<file path="src/rtl/sliding_mask_gen.sv">
// Streams a binary mask whose rows repeat a short pattern, each row shifted
// left or right by a fixed phase step relative to the row above.
module sliding_mask_gen #(
    parameter int IMG_W   = 300,
    parameter int IMG_H   = 300,
    parameter int PAT_MAX = 32,
    parameter int LANES   = 4
) (
    input  logic                       clk,
    input  logic                       rst_n,
    input  logic                       clk_en,
    input  logic                       cfg_load,
    input  logic [PAT_MAX-1:0]         cfg_pattern,
    input  logic [$clog2(PAT_MAX):0]   cfg_len,
    input  logic [$clog2(PAT_MAX)-1:0] cfg_step,
    input  logic                       cfg_dir,
    input  logic                       start,
    input  logic                       abort,
    output logic [LANES-1:0]           m_data,
    output logic                       m_valid,
    input  logic                       m_ready,
    output logic                       m_eol,
    output logic                       m_eof,
    output logic                       busy,
    output logic                       done
);

    localparam int LW = $clog2(PAT_MAX) + 1;
    localparam int SW = $clog2(PAT_MAX);
    localparam int XW = (IMG_W > 1) ? $clog2(IMG_W) : 1;
    localparam int YW = (IMG_H > 1) ? $clog2(IMG_H) : 1;

    localparam logic [XW-1:0] X_LAST = XW'(IMG_W - LANES);
    localparam logic [XW-1:0] X_STEP = XW'(LANES);
    localparam logic [YW-1:0] Y_LAST = YW'(IMG_H - 1);
    localparam bit ONE_BEAT_ROW = (IMG_W == LANES);

    typedef enum logic [1:0] {S_IDLE, S_RUN, S_DONE} state_t;

    state_t             state;
    logic [PAT_MAX-1:0] pat_q;
    logic [LW-1:0]      len_q;
    logic [SW-1:0]      step_q;
    logic               dir_q;
    logic [XW-1:0]      x0_q;
    logic [YW-1:0]      y_q;
    logic [SW-1:0]      p_q;
    logic [SW-1:0]      beat_end_q;

    logic [LW-1:0]      len_c;
    logic [SW-1:0]      step_c;
    logic               take_cfg;
    logic [PAT_MAX-1:0] sel_pat;
    logic [LW-1:0]      sel_len;
    logic [SW-1:0]      p_next;
    logic [SW-1:0]      nxt_start;
    logic [LANES-1:0]   beat_data;
    logic [SW-1:0]      beat_end;
    logic [LW-1:0]      phase_acc;
    logic [LW-1:0]      ix;

    always_comb begin
        len_c = cfg_len;
        if (cfg_len == '0)
            len_c = LW'(1);
        else if (cfg_len > LW'(PAT_MAX))
            len_c = LW'(PAT_MAX);
        step_c = ({1'b0, cfg_step} >= len_c) ? '0 : cfg_step;
    end

    // A cfg_load coinciding with start must already shape the first beat.
    assign take_cfg = (state == S_IDLE) && cfg_load;
    assign sel_pat  = take_cfg ? cfg_pattern : pat_q;
    assign sel_len  = take_cfg ? len_c : len_q;

    always_comb begin
        phase_acc = '0;
        if (!dir_q) begin
            phase_acc = {1'b0, p_q} + {1'b0, step_q};
            if (phase_acc >= len_q)
                phase_acc = phase_acc - len_q;
        end else if (p_q >= step_q) begin
            phase_acc = {1'b0, p_q} - {1'b0, step_q};
        end else begin
            phase_acc = {1'b0, p_q} + len_q - {1'b0, step_q};
        end
        p_next = phase_acc[SW-1:0];
    end

    always_comb begin
        if (state != S_RUN)
            nxt_start = '0;
        else if (m_eol)
            nxt_start = p_next;
        else
            nxt_start = beat_end_q;
    end

    // Walk the pattern index across the lanes, wrapping at len with a compare
    // instead of a modulo; the final index seeds the following beat.
    always_comb begin
        beat_data = '0;
        ix        = {1'b0, nxt_start};
        for (int k = 0; k < LANES; k++) begin
            beat_data[k] = sel_pat[ix[SW-1:0]];
            ix = ((ix + LW'(1)) == sel_len) ? '0 : ix + LW'(1);
        end
        beat_end = ix[SW-1:0];
    end

    always_ff @(posedge clk or negedge rst_n) begin
        if (!rst_n) begin
            state      <= S_IDLE;
            pat_q      <= '0;
            len_q      <= LW'(1);
            step_q     <= '0;
            dir_q      <= 1'b0;
            x0_q       <= '0;
            y_q        <= '0;
            p_q        <= '0;
            beat_end_q <= '0;
            m_data     <= '0;
            m_valid    <= 1'b0;
            m_eol      <= 1'b0;
            m_eof      <= 1'b0;
            busy       <= 1'b0;
            done       <= 1'b0;
        end else if (clk_en) begin
            case (state)
                S_IDLE: begin
                    if (cfg_load) begin
                        pat_q  <= cfg_pattern;
                        len_q  <= len_c;
                        step_q <= step_c;
                        dir_q  <= cfg_dir;
                    end
                    if (start) begin
                        state      <= S_RUN;
                        busy       <= 1'b1;
                        m_valid    <= 1'b1;
                        x0_q       <= '0;
                        y_q        <= '0;
                        p_q        <= '0;
                        m_data     <= beat_data;
                        beat_end_q <= beat_end;
                        m_eol      <= ONE_BEAT_ROW;
                        m_eof      <= ONE_BEAT_ROW && (IMG_H == 1);
                    end
                end
                S_RUN: begin
                    if (abort) begin
                        state   <= S_IDLE;
                        busy    <= 1'b0;
                        m_valid <= 1'b0;
                        m_data  <= '0;
                        m_eol   <= 1'b0;
                        m_eof   <= 1'b0;
                    end else if (m_ready) begin
                        if (m_eof) begin
                            state   <= S_DONE;
                            busy    <= 1'b0;
                            m_valid <= 1'b0;
                            done    <= 1'b1;
                            m_data  <= '0;
                            m_eol   <= 1'b0;
                            m_eof   <= 1'b0;
                        end else if (m_eol) begin
                            x0_q       <= '0;
                            y_q        <= y_q + YW'(1);
                            p_q        <= p_next;
                            m_data     <= beat_data;
                            beat_end_q <= beat_end;
                            m_eol      <= ONE_BEAT_ROW;
                            m_eof      <= ONE_BEAT_ROW && ((y_q + YW'(1)) == Y_LAST);
                        end else begin
                            x0_q       <= x0_q + X_STEP;
                            m_data     <= beat_data;
                            beat_end_q <= beat_end;
                            m_eol      <= ((x0_q + X_STEP) == X_LAST);
                            m_eof      <= ((x0_q + X_STEP) == X_LAST) && (y_q == Y_LAST);
                        end
                    end
                end
                S_DONE: begin
                    done  <= 1'b0;
                    state <= S_IDLE;
                end
                default: state <= S_IDLE;
            endcase
        end
    end

endmodule

</file>
<file path="config.mk">
export PLATFORM = sky130hd
export DESIGN_NAME = sliding_mask_gen
export DESIGN_NICKNAME = d
export VERILOG_FILES = /design/src/rtl/sliding_mask_gen.sv
export SDC_FILE = /design/constraint.sdc
export NUM_CORES = 1
export LEC_CHECK = 0
export ABC_AREA = 1
export BUFFER_PORTS_ARGS = -buffer_cell sky130_fd_sc_hd__buf_2
export CAP_MARGIN = 10
export CORE_MARGIN = 8
export CORE_UTILIZATION = 43
export CTS_CLUSTER_SIZE = 40
export DETAILED_ROUTE_END_ITERATION = 10
export SYNTH_ARGS = -nofsm -noshare
export SYNTH_HDL_FRONTEND = slang
export SYNTH_SLANG_ARGS = --single-unit
</file>
<file path="constraint.sdc">
create_clock -name clk -period 13.3 [get_ports clk]
set_input_delay 1.33 -clock clk [delete_from_list [all_inputs] [get_ports clk]]
set_output_delay 1.33 -clock clk [all_outputs]
set_load 0.01 [all_outputs]
</file>
==> summary.md <==
| Metric | Value |
|---|---|
| Final Worst Setup Slack | 3330 ps |
| Power density over cell area | 292 nW/um^2 |
| Ant. Diodes | 0 |
| F_max | 0.100 GHz |
| Share of layout cells above drive strength 1 | 12.6% |
| Cell Area, Synth | 7270 sq um |
| DRT antenna net count | 0 |
| CP Launch Type | flip-flop |
| Ys flop type | dfrtp_1 |
| Place WS | 3490 ps |
| Die width | 146 microns |
| Worst slew pin tran | 1100 ps |
| Drt initial violations | 586 |
| Clock latency on the worst-skew pair | 350 ps |
| Syn Nets | 1210 |
| TritonCTS buffer count | 9 |
| # fillers | 1733 |
| Vias per inst | 5.30 |
| Average wire per standard cell | 15.6 microns |
| Number of I/O pins | 60 |
| Post-route DRC violation count | 0 |
| Final worst-path cycle share | 75.0% |
| Ys async rst share | 100% |
| Final Hold Fails | 0 |
| Area Growth Syn to Fin | 10.4% |
| Synth top cells by count | nand2_1, inv_1, o21ai_0 |
| Initial antenna violation count | 0 |
| DIE HEIGHT | 146 microns |
| Register Area | 2000 sq um |
| GRT overflow | 0 |
| Slowest cell delay on critical path | 700 ps |
| EDFF count, synth | 0 |
| Outcome | finished, final reports clean |
| RSZ-0062 raised after global routing | no |
| Largest net degree at the start of global routing | 69 |
| Port bufs | 59 |
| Worst path most repeated cell | nand2_1 |
| Total track usage | 20.3% |
| Multi-input logic area | 4470 sq um |
| WS Path Type | flip-flop to flip-flop |
| Slowest stage cell on the critical path | nand2_1 |
| Final min period | 9970 ps |
| Synth area leader | dfrtp_1 |
| First-pass GRT wire length | 35.8 mm |
| Crit path DAT | 10210 ps |
| Critical Path RT | 13540 ps |
| Type of destination of the critical path | flip-flop |
| Vias in the first global route | 6926 |
| TritonRoute pass-1 iters | 7 |
| Layout Nets | 1249 |
| Total number of vias | 7328 |
| Avg Cell Area, Syn | 6.50 sq um |
| Post-synthesis sequential area ratio | 27.5% |
| Max_cap viols | 0 |
| Placed insts | 1367 |
| Final setup fails | 0 |
| Most frequent cell after synthesis | nand2_1 |
| Sink Count | 80 |
| Worst-path clk slew | 60 ps |
| CP max FO | 30 |
| WL final | 21.6 mm |
| Final slew viol count | 0 |
| Worst Hold Class | flip-flop to flip-flop |
| Share of the synthesized area in the top cell type | 27.2% |
| Gpl congestion | 0.980 |
| Htree depth | 3 |
| Dpl hpwl | 17.0 mm |
| Setup TNS | 0 ps |
| Max Root-Sink Buffers | 2 |
| Slew Limit Headroom | 26.5% |
| Fin cells | 1383 |
| Core ar. | 16600 sq um |
| Number of synthesized register bits | 80 |
| Top area cells in the synthesized netlist | dfrtp_1, nand2_1, o21ai_0, inv_1, nand3_1 |
| Final Skew | 3.97 ps |
| Peak VDD IR | 127 uV |
| Netlist cell types | 46 |
| Setup Buffers After CTS | 0 |
| Row count | 47 |
| YS warnings | 0 |
| Die ar. | 21300 sq um |
| Starting Density | 43.9% |
| CTS resizes | 0 |
| Post-Syn Instances | 1119 |
| TritonCTS clock tree | built |
| CTS Hold Buffers Added | 0 |
| Flop2flop setup slack | 3330 ps |
| Clock Root Buffer | clkbuf_16 |
| Leak pwr | 4.23 nW |
-- worst paths after layout --
check | start | to | cells after the start
setup / recovery | step_q[2] | beat_end_q[1] | 54
hold / removal | pat_q[27] | pat_q[27] | 2
setup reg to reg | step_q[2] | beat_end_q[1] | 54
hold reg to reg | pat_q[27] | pat_q[27] | 2
max in group asynchronous | rst_n | pat_q[5] | 2
min in group asynchronous | rst_n | step_q[2] | 1
-- final cells by class --
| type | instances | share of cell area, % |
|---|---|---|
| clock inverters | 7 | 0.872 |
| repair buffers | 64 | 4.17 |
| flip-flops and latches | 80 | 24.9 |
| clock buffers | 9 | 2.80 |
| inverters | 173 | 8.15 |
| well taps | 220 | 3.43 |
| multi-input cells | 830 | 55.6 |
-- per-layer routing --
| metal | global-route usage (%) | share of wire [%] | up-vias |
|---|---|---|---|
| met3 | 3.46 | 4.7 | 45 |
| met1 | 26.5 | 46 | 3339 |
| met4 | 6.54 | 2.5 | 0 |
| met5 | 0 | 0 | - |
| li1 | - | - | 3745 |
| met2 | 33.7 | 47 | 199 |
-- worst max-delay path, delay by kind of cell, from the launching register on --
| family | cells | cell delay [ps] |
|---|---|---|
| buffers and inverters | 7 | 1240 |
| AOI/OAI and AO/OA | 4 | 900 |
| DFF | 1 | 400 |
| and+or+nand+nor | 33 | 4380 |
| adders and majority gates | 6 | 2280 |
| xor gates and xnor gates | 4 | 640 |
-- logic make-up (layout without fill, tap and decap cells) --
group | count (synthesis) | after routing | share of synthesized area, %
xor+xnor | 14 | 14 | 1.69
simple gates | 551 | 551 | 33.9
buf+inv | 209 | 253 | 11.2
fa+ha+maj | 40 | 40 | 7.60
compound gates | 225 | 225 | 18.1
flops | 80 | 80 | 27.5
-- flip-flops by register name, indices dropped and copies added, names as in the netlist --
name,count
step_q,5
p_q,5
y_q,9
m_eof,1
state,2
dir_q,1
x0_q,7
m_data,4
pat_q,32
busy,1
len_q,6
m_eol,1
beat_end_q,5
done,1
-- through the flow --
step / util (%) / hold WS [ps] / total power [mW] / area, sq um
final: 48.4 / 471 / 2.34 / 8030
after global placement: 46.7 / 448 / 2.08 / 7740
after floorplan: - / 434 / 1.67 / 7270
after global routing: 48.4 / 493 / 2.61 / 8030
after CTS: 48.4 / 469 / 2.34 / 8030
after detailed placement: 46.7 / 452 / 2.07 / 7740
-- placed cells by master (no fill, tap or decap), types with 7 or more instances in the layout --
master       n
a21oi_1     43
a221oi_1    16
buf_2       58
clkbuf_16    9
dfrtp_1     79
fa_1         7
ha_1        33
inv_1      155
inv_2       15
nand2_1    297
nand2_2     19
nand3_1    104
nand3_2      7
nand4_1     12
nor2_1      79
o211ai_1     7
o21a_1       8
o21ai_0    117
o311ai_0     8
xor2_1      13
-- power breakdown --
group          internal (mW)  switching, mW
clock network          0.146          0.109
logic                  0.572           1.12
registers              0.336         0.0638
total                   1.05           1.29
No activity file was read; power rests on OpenSTA's default activity.
